`src/rtl/mem_stream_reader.sv`:
```
// Periodic memory-to-output streamer.
// Reads base..limit from an external memory with an active-low strobe and
// presents one word on `out` every PERIOD clocks, with stop/done status.
module mem_stream_reader #(
  parameter int DW          = 8,
  parameter int AW          = 24,
  parameter int WAIT_CYCLES = 0,
  parameter int PERIOD      = 100
) (
  input  logic          clock,
  input  logic          reset,
  input  logic          ok,
  input  logic [DW-1:0] d_in,
  input  logic [AW-1:0] base_addr,
  input  logic [AW-1:0] limit_addr,
  input  logic          wrap,
  output logic          stop,
  output logic          mr_,
  output logic [AW-1:0] addr,
  output logic [DW-1:0] out,
  output logic          out_valid,
  output logic          done
);

  // A full read (1+WAIT_CYCLES strobe cycles plus capture) must fit inside
  // one period, otherwise emits could not keep exact spacing.
  if (PERIOD < WAIT_CYCLES + 3) begin : g_bad_period
    $error("mem_stream_reader: PERIOD must be >= WAIT_CYCLES+3");
  end

  localparam int CW = $clog2(PERIOD);
  localparam int WW = (WAIT_CYCLES > 0) ? $clog2(WAIT_CYCLES + 1) : 1;
  localparam logic [CW-1:0] CMAX = CW'(PERIOD - 1);
  localparam logic [WW-1:0] WMAX = WW'(WAIT_CYCLES);

  typedef enum logic [2:0] {
    S_IDLE, S_READ, S_CAPTURE, S_HOLD, S_DONE
  } state_t;

  state_t          state, state_n;
  logic [CW-1:0]   cnt, cnt_n;
  logic [WW-1:0]   wcnt, wcnt_n;
  logic [DW-1:0]   data_buf, data_buf_n;
  logic [AW-1:0]   base_q, base_n;
  logic [AW-1:0]   lim_q, lim_n;
  logic            wrap_q, wrap_n;
  logic            last_q, last_n;
  logic            stop_n, mr_n, ov_n, done_n;
  logic [AW-1:0]   addr_n;
  logic [DW-1:0]   out_n;

  // Register every state bit and output; reset wins over any in-flight read.
  always_ff @(posedge clock) begin
    if (reset) begin
      state     <= S_IDLE;
      cnt       <= '0;
      wcnt      <= '0;
      data_buf  <= '0;
      base_q    <= '0;
      lim_q     <= '0;
      wrap_q    <= 1'b0;
      last_q    <= 1'b0;
      stop      <= 1'b1;
      mr_       <= 1'b1;
      addr      <= '0;
      out       <= '0;
      out_valid <= 1'b0;
      done      <= 1'b0;
    end else begin
      state     <= state_n;
      cnt       <= cnt_n;
      wcnt      <= wcnt_n;
      data_buf  <= data_buf_n;
      base_q    <= base_n;
      lim_q     <= lim_n;
      wrap_q    <= wrap_n;
      last_q    <= last_n;
      stop      <= stop_n;
      mr_       <= mr_n;
      addr      <= addr_n;
      out       <= out_n;
      out_valid <= ov_n;
      done      <= done_n;
    end
  end

  // Next-state and next-output logic; out_valid is a single-cycle pulse.
  always_comb begin
    state_n    = state;
    cnt_n      = cnt;
    wcnt_n     = wcnt;
    data_buf_n = data_buf;
    base_n     = base_q;
    lim_n      = lim_q;
    wrap_n     = wrap_q;
    last_n     = last_q;
    stop_n     = stop;
    mr_n       = mr_;
    addr_n     = addr;
    out_n      = out;
    ov_n       = 1'b0;
    done_n     = done;

    // The period counter free-runs through a transfer; emits reload it.
    if (state == S_READ || state == S_CAPTURE || state == S_HOLD)
      cnt_n = cnt + CW'(1);

    case (state)
      S_IDLE: begin
        stop_n = 1'b1;
        if (ok) begin
          base_n  = base_addr;
          lim_n   = limit_addr;
          wrap_n  = wrap;
          addr_n  = base_addr;
          cnt_n   = '0;
          wcnt_n  = '0;
          last_n  = 1'b0;
          mr_n    = 1'b0;
          state_n = S_READ;
        end
      end
      S_READ: begin
        // Hold the strobe low for 1+WAIT_CYCLES cycles; ok is ignored here.
        if (wcnt == WMAX) begin
          mr_n    = 1'b1;
          state_n = S_CAPTURE;
        end else begin
          wcnt_n = wcnt + WW'(1);
        end
      end
      S_CAPTURE: begin
        data_buf_n = d_in;
        stop_n     = 1'b0;
        // Equality compare only, so limit < base wraps through 2^AW.
        if (addr != lim_q)  addr_n = addr + AW'(1);
        else if (wrap_q)    addr_n = base_q;
        else                last_n = 1'b1;
        state_n = S_HOLD;
      end
      S_HOLD: begin
        if (!ok) begin
          stop_n  = 1'b1;
          state_n = S_IDLE;
        end else if (cnt == CMAX) begin
          out_n = data_buf;
          ov_n  = 1'b1;
          cnt_n = '0;
          if (last_q) begin
            done_n  = 1'b1;
            stop_n  = 1'b1;
            state_n = S_DONE;
          end else begin
            mr_n    = 1'b0;
            wcnt_n  = '0;
            state_n = S_READ;
          end
        end
      end
      S_DONE: begin
        done_n = 1'b1;
        stop_n = 1'b1;
        mr_n   = 1'b1;
        if (!ok) begin
          done_n  = 1'b0;
          state_n = S_IDLE;
        end
      end
      default: state_n = S_IDLE;
    endcase
  end

endmodule
```
`config.mk`:
```
export PLATFORM = sky130hd
export DESIGN_NAME = mem_stream_reader
export DESIGN_NICKNAME = d
export VERILOG_FILES = /design/src/rtl/mem_stream_reader.sv
export SDC_FILE = /design/constraint.sdc
export NUM_CORES = 1
export LEC_CHECK = 0
export CORE_MARGIN = 2
export CORE_UTILIZATION = 30
export DETAILED_ROUTE_END_ITERATION = 7
export GPL_TIMING_DRIVEN = 0
export PLACE_DENSITY = 0.63
export SLEW_MARGIN = 20
export SYNTH_ARGS = -nofsm -noshare
export SYNTH_HDL_FRONTEND = slang
export SYNTH_SLANG_ARGS = --single-unit
```
`constraint.sdc`:
```
create_clock -name clock -period 6 [get_ports clock]
set_clock_uncertainty 0.05 [all_clocks]
set_input_delay 0.6 -clock clock [delete_from_list [all_inputs] [get_ports clock]]
set_output_delay 0.6 -clock clock [all_outputs]
set_load 0.03 [all_outputs]
```
==> impl_summary.txt, run 1 <==
----------------------------------------------------
[Run status]
  Run status ... complete, no violations

[Worst setup path]
  CP Max Fanout ... 10
  Signal arrival time at the worst endpoint ... roughly 2900 ps
  Crit end category ... register
  Startpoint types ... register
  Launch point of the worst reg-to-reg path ... addr[14]$_SDFFE_PP0P_
  Reg-to-reg setup timing slack ... 3360 ps
  Cell with the biggest individual delay on the critical path ... clkbuf_1
  Delay of the slowest critical-path stage ... ~380 ps
  Class of the most critical setup path ... reg -> reg
  Req. time, crit path ... slightly above 6000 ps
  Reg-to-reg endpoint ... addr[4]$_SDFFE_PP0P_
  Depth of the most critical reg-to-reg path ... 8
  Worst path cell trace ... clkbuf_1 -> xor2_1 -> nor4_2 -> nand4_1 -> nor2_1 -> buf_4 -> nand3_1 -> a311oi_1

[Global route]
  Global-route usage over all layers ... 0.181
  Antenna violations before repair ... 0
  Wire length of the first global-routing pass ... 25.4 mm
  Vias in the first global route ... 4623
  Pin count of the biggest net entering global routing ... 20
  GRT overflow ... 0

[Final layout]
  Final nets ... 813
  Fraction of final layout cells with drive strength greater than 1 ... 0.0701
  Final std cells w/o fill ... 981
  Layout area overhead ... 29.2%
  Final antenna diode count ... 0
  End-of-flow core utilization ... 0.392

[CTS]
  Htree depth ... 3
  TritonCTS buffer count ... 9
  Clock insertion delay at the later pin of the skew report ... 370 ps
  Hold-fix buffers, CTS ... 0
  Max Root-Sink Buffers ... 2
  Count of cells resized by post-cts repair ... 0
  Clk slew on worst S/H paths ... around 80 ps
  Clock tree from TritonCTS ... yes
  Root Buffer ... clkbuf_16
  Clk sinks ... 104
  Number of buffers inserted by post-CTS setup repair ... 0

[Placement]
  Post-detailed-placement half-perimeter wirelength ... 12.3 mm
  Final estimated routing congestion in global placement ... ~0.9
  Number of buffer cells added on primary ports ... 93
  Post-placement setup slack ... about 3400 ps
  Cell count after placement ... 965

[Yosys]
  Number of flops mapped to enable cells by yosys ... 0
  Portion of the post-synthesis area used by sequential elements ... 0.402
  Number of library cell types mapped by synthesis ... 56
  Gate count of the mapped netlist ... between 600 and 700
  Top FF cell, synth ... dfxtp_1
  Syn Nets ... 709
  Synthesized flop and latch total ... 104
  Syn Std Cell Area ... 0.00518 mm2
  Synthesized area divided by synthesized cell count ... 8.00 um2
  Async set-or-reset flop fraction in the synthesized netlist ... 0
  Yosys warnings ... 0

[Detailed routing]
  Wirelength, routed ... 16.6 mm
  Via-per-instance ratio ... 5.12
  Vias ... around 5000
  Post-route antenna net violation count ... 0
  Iteration count of the initial detailed-routing pass ... 5
  Drt wl/cell ... 16.9 um
  # DRC ... 0
  Violation count after the first detailed-route iteration ... 350

[Power and ir drop]
  Net Sw Power ... 629 uW
  Portion of total power attributed to the clock network ... 0.322
  Switching portion of total power ... 0.338
  Static Leak ... about 0.0024 uW
  Power per cell area ... around 280 mW/mm2
  Design Power ... 1860 uW
  Internal power of the cells ... 1230 uW
  Highest ir drop seen on vdd ... 173 uV
  Relative contribution of combinational cells to total power ... 0.247
  Share of total power in sequential cells ... 0.431

[Worst hold path]
  Min-Delay Endpoint ... data_buf[2]$_SDFFE_PP0N_
  Hold path start ... data_buf[2]$_SDFFE_PP0N_
  Count of cells along the worst hold path ... 2
  Worst min path class ... reg -> reg

[Job]
  Max-Cap Viols ... 0

[Die]
  DIE WIDTH ... 135 um
  Total die area ... ~0.018 mm2
  Count of boundary I/O pins ... 96
  Cell Rows ... 48
  Chip height ... around 140 um
  Area of the placeable core ... 0.0171 mm2
  Initial Utilization ... 0.304

[STA]
  Actual transition at the worst max-transition pin ... 797 ps
  Hold Vio Cnt, Final ... 0
  Final Slew Violations ... 0
  Worst slew margin relative to its limit ... 0.469
  Unrepaired setup endpoints after global routing ... false
  Period Utilization, post-route ... 0.441
  Final Worst Setup Slack ... 3360 ps
  Count of endpoints failing setup in the final report ... 0
  Post-layout min period ... 2640 ps
  Setup total negative slack ... 0 ps
  Max frequency ... about 0.38 GHz

----------------------------------------------------
## stage by stage
step / area (um2) / hold WS (ps)
floorplan: 5180 / 386
global placement: 6390 / 392
detailed placement: 6390 / 398
CTS: 6690 / 408
global route: 6690 / 424
finish: 6690 / 406
## critical path, delay by kind of cell (launching register included)
family	cells	cell delay (ps)
xor gates and xnor gates	1	170
DFF	1	340
buffers and inverters	2	650
and+or+nand+nor	4	1070
AOI/OAI and AO/OA	1	270
## routing by layer
metal | vias up | share of wire | GRT usage
li1 | 2462 | - | -
met1 | 2330 | 0.46 | 0.241
met2 | 198 | 0.45 | 0.286
met3 | 29 | 0.071 | 0.0423
met4 | 0 | 0.024 | 0.0642
met5 | - | 0 | 0
## layout make-up
class	instances	area (um2)
fillers	1797	10400
multi-input cells	486	2830
flip-flops and latches	104	2080
repair buffers	93	931
well taps	225	282
plain buffers	55	255
clock buffers	10	239
clock inverters	6	61.3
inverters	2	7.51
## sequential cells by signal (all words and copies together) (netlist names)
name / flops
out: 8
addr: 24
cnt: 7
lim_q: 24
out_valid: 1
mr_: 1
base_q: 24
data_buf: 8
state: 3
wrap_q: 1
done: 1
stop: 1
last_q: 1
## power groups by stage
stage	logic [uW]	registers, uW	clock network (uW)
floorplan	247	844	0
global placement	454	816	0
detailed placement	458	817	0
CTS	459	801	613
global route	499	808	634
finish	460	803	600
## synthesized netlist by cell type (all sizes together) (2+ instances only)
cell / instances / area (um2)
nand2: 147 / 554
dfxtp: 104 / 2080
a21oi: 65 / 325
nor2: 57 / 214
clkbuf: 32 / 120
xor2: 27 / 236
nand3: 26 / 130
buf: 23 / 135
xnor2: 19 / 166
a311oi: 18 / 189
nand4: 14 / 103
nor3: 14 / 70.1
a21boi: 10 / 75.1
nor4: 10 / 118
mux2i: 8 / 80.1
a211oi: 7 / 52.6
a221oi: 6 / 52.6
and3: 6 / 37.5
and4: 6 / 55.1
o21ai: 6 / 30.0
or3: 4 / 25.0
and2: 3 / 18.8
o211ai: 3 / 22.5
o22ai: 3 / 18.8
a211o: 2 / 17.5
a31oi: 2 / 12.5
ha: 2 / 25.0
inv: 2 / 7.51
nand3b: 2 / 15.0
o21a: 2 / 15.0
o31a: 2 / 17.5
o31ai: 2 / 15.0
## kinds of logic (layout without fill, tap and decap cells)
family	after synthesis	count (layout)	share of synthesized area
and+or+nand+nor	295	295	0.271
AOI/OAI and AO/OA	135	135	0.179
DFF	104	104	0.402
buffers and inverters	57	166	0.0507
xor gates and xnor gates	46	46	0.0778
muxes	8	8	0.0155
adders and majority gates	2	2	0.00483
## how the worst max path moves through the flow
stage,cells after the start,from,to
after floorplan,7,addr[6]$_SDFFE_PP0P_,addr[23]$_SDFFE_PP0P_
after global placement,7,ok,addr[17]$_SDFFE_PP0P_
after detailed placement,7,ok,addr[0]$_SDFFE_PP0P_
after CTS,8,addr[14]$_SDFFE_PP0P_,addr[4]$_SDFFE_PP0P_
after global routing,8,addr[14]$_SDFFE_PP0P_,addr[5]$_SDFFE_PP0P_
final,8,addr[14]$_SDFFE_PP0P_,addr[4]$_SDFFE_PP0P_
## cell usage in the layout, fill, tap and decap left out, types with 4 or more instances in the layout
cell type / synthesis / routed
and3_1: 6 / 6
xnor2_1: 19 / 19
clkdlybuf4s50_1: 0 / 93
buf_2: 15 / 15
nor2_1: 57 / 57
nand4_1: 13 / 13
a21oi_1: 65 / 65
nor4_2: 4 / 4
nor3_1: 14 / 14
clkbuf_1: 32 / 32
or3_1: 4 / 4
nand2_1: 146 / 146
nor4_1: 4 / 4
dfxtp_1: 104 / 104
nand3_1: 26 / 26
a311oi_1: 13 / 13
o21ai_0: 5 / 5
mux2i_1: 8 / 8
clkbuf_16: 0 / 9
xor2_1: 27 / 27
a221oi_1: 6 / 6
a21boi_0: 9 / 9
a311oi_2: 5 / 5
a211oi_1: 7 / 7
and4_1: 5 / 5
(Power assumes the default switching activity.)
==> run 2: changes to the inputs <==
PLACE_DENSITY = 0.65   (was 0.63)
clock period = 2.4 ns   (was 6 ns; I/O delays follow)
==> run 2 against run 1 <==
Maximum frequency grew 15%. Die area is the same. Sequential share of layout area shrank 0.54 points. Combinational power grew to 2.6 times the previous value. Clock power grew to 2.5 times the previous value. Register-to-register slack lost 3200 ps. Design area grew 2.0%. Power grew to 2.5 times the previous value. Routed wire length grew 1.9%. Critical path depth is the same. Flip-flop and latch count is the same. Critical path type unchanged. Highest routed layer unchanged.
==> impl_summary.txt, run 2 (synthesis gave the netlist of run 1 again) <==
----------------------------------------------------
[Run status]
  Run status ... complete, no violations

[Global route]
  Vias in the first global route ... 4699 (+1.6%)
  Global-route usage over all layers ... 0.184 (+0.00357)
  Pin count of the biggest net entering global routing ... 20 (unchanged)
  Antenna violations before repair ... 0 (unchanged)
  GRT overflow ... 0 (unchanged)
  Wire length of the first global-routing pass ... 25.9 mm (+2.0%)

[Die]
  Count of boundary I/O pins ... 96 (unchanged)
  Cell Rows ... 48 (unchanged)
  Area of the placeable core ... 0.0171 mm2 (unchanged)
  Total die area ... 0.0183 mm2 (unchanged)
  Initial Utilization ... 0.304 (unchanged)
  DIE WIDTH ... 135 um (unchanged)
  Chip height ... 135 um (unchanged)

[STA]
  Count of endpoints failing setup in the final report ... 0 (unchanged)
  Worst hold margin ... 194 ps (-213 ps)
  Actual transition at the worst max-transition pin ... 745 ps (-52.3 ps)
  Period Utilization, post-route ... 0.955 (+0.514)
  Max frequency ... 0.436 GHz (+15%)
  Final Slew Violations ... 0 (unchanged)
  Hold Vio Cnt, Final ... 0 (unchanged)
  Post-layout min period ... 2290 ps (-354 ps)
  Worst slew margin relative to its limit ... 0.503 (+0.0349)

[Worst setup path]
  Launch point of the worst reg-to-reg path ... addr[13]$_SDFFE_PP0P_
  Crit end category ... register
  Worst Setup SP ... addr[13]$_SDFFE_PP0P_
  Depth of the most critical reg-to-reg path ... 8 (unchanged)
  Signal arrival time at the worst endpoint ... 2520 ps (-340 ps)
  Startpoint types ... register
  Class of the most critical setup path ... reg -> reg
  Reg-to-reg setup timing slack ... 110 ps (-3250 ps)
  Req. time, crit path ... 2630 ps (-3590 ps)
  Reg-to-reg endpoint ... addr[21]$_SDFFE_PP0P_
  CP Max Fanout ... 10 (unchanged)
  CP Capture Point ... addr[21]$_SDFFE_PP0P_

[Detailed routing]
  Iteration count of the initial detailed-routing pass ... 5 (unchanged)
  Vias ... 5107 (+1.8%)
  Violation count after the first detailed-route iteration ... 346 (-1.1%)
  Via-per-instance ratio ... 5.17 (+1.0%)
  Drt wl/cell ... 17.1 um (+1.1%)
  Post-route antenna net violation count ... 0 (unchanged)
  # DRC ... 0 (unchanged)
  Wirelength, routed ... 16.9 mm (+1.9%)

[CTS]
  Htree depth ... 3 (unchanged)
  Clk sinks ... 104 (unchanged)
  Clock tree from TritonCTS ... yes
  TritonCTS buffer count ... 9 (unchanged)
  Clock insertion delay at the later pin of the skew report ... 360 ps (about the same)
  Root Buffer ... clkbuf_16
  Clk slew on worst S/H paths ... 80 ps (about the same)
  Max Root-Sink Buffers ... 2 (unchanged)

[Power and ir drop]
  Highest ir drop seen on vdd ... 389 uV (+120%)
  Design Power ... 4700 uW (+150%)
  Power per cell area ... 689 mW/mm2 (+150%)
  Static Leak ... 0.00251 uW (+3.4%)

[Final layout]
  Layout area overhead ... 31.8%
  Leading cell type in the layout, fill and taps excluded ... nand2_1
  Final design area excluding fillers ... 0.00683 mm2 (+2.0%)
  Fraction of final layout cells with drive strength greater than 1 ... 0.102 (+0.0321)
  Top flop regs ... addr (24), base_q (24), lim_q (24)
  Final antenna diode count ... 0 (unchanged)
  Commonest cells after routing, fill and taps aside ... 145 x nand2_1, 100 x dfxtp_1, 93 x clkdlybuf4s50_1
  Filler Cells Inserted ... 1790 (-0.39%)
  Final nets ... 820 (+0.86%)

[Placement]
  Area after DPL ... 0.00639 mm2 (unchanged)
  Number of buffer cells added on primary ports ... 93 (unchanged)
  Post-detailed-placement half-perimeter wirelength ... 12.4 mm (+0.92%)
  Final estimated routing congestion in global placement ... 0.936 (+4.7%)

[Worst hold path]
  Hold path start ... ok
  Worst min path class ... in -> reg

[Job]
  Max-Cap Viols ... 0 (unchanged)

----------------------------------------------------
[run 2: critical path, stage by stage (launching register included)]
cell,delay (ps)
dfxtp_1,490
xnor2_1,190
nand4_1,180
or2_2,320
buf_2,190
clkbuf_4,210
o22ai_1,200
o211ai_1,120
a311oi_2,240
[run 2: what timing repair did]
action | CTS | global route
hold buffers | 0 | 0
endpoints found under the setup margin | 21 | 48
gates resized for setup | 5 | 20
cloned | 0 | 1
buffers inserted | 1 | 8
pin swaps | 1 | 4
[run 2: routing by layer]
layer | vias to the layer above | track usage | share of wire
met3 | 28 | 0.0337 | 0.082
met5 | - | 0 | 0
met2 | 209 | 0.287 | 0.43
met4 | 0 | 0.0712 | 0.023
li1 | 2480 | - | -
met1 | 2390 | 0.253 | 0.46
[run 2: final cells by class]
type | instances | area (um2) | area share
Tap cell | 225 | 282 | 0.0412
Sequential cell | 104 | 2090 | 0.306
Clock inverter | 6 | 57.6 | 0.00843
Timing Repair Buffer | 102 | 998 | 0.146
Buffer | 52 | 259 | 0.0379
Inverter | 2 | 7.51 | 0.00110
Clock buffer | 10 | 239 | 0.0350
Multi-Input combinational cell | 487 | 2900 | 0.424
[run 2: worst min-delay path by stage]
| stage | depth (start not counted) | to |
|---|---|---|
| after global placement | 2 | data_buf[2]$_SDFFE_PP0N_ |
| final | 3 | state[2]$_SDFFE_PP0P_ |
| after detailed placement | 2 | data_buf[1]$_SDFFE_PP0N_ |
| after CTS | 3 | state[2]$_SDFFE_PP0P_ |
| after global routing | 3 | done$_SDFFE_PP0P_ |
| after floorplan | 2 | base_q[0]$_SDFFE_PP0P_ |
[run 2: report_power, final]
group,switching [uW],internal [uW],leakage [uW]
Combinational,692,491,0.00151
Sequential,159,1860,0.000853
Clock,740,761,0.000148
[run 2: metrics by stage]
step	utilization	std cells	setup TNS [ps]	setup slack, ps
after global placement	0.375	965	-1100	-188
final	0.400	988	0	109
after global routing	0.400	988	-3.48	-3.48
after detailed placement	0.375	965	-1870	-267
after floorplan	-	647	0	152
after CTS	0.393	981	0	5.15
==> run 3: changes to the inputs <==
CTS_CLUSTER_SIZE = 30   (was default)
==> results of run 3 <==
Same layout as run 2: the final DEF is identical, and so are final timing and power.
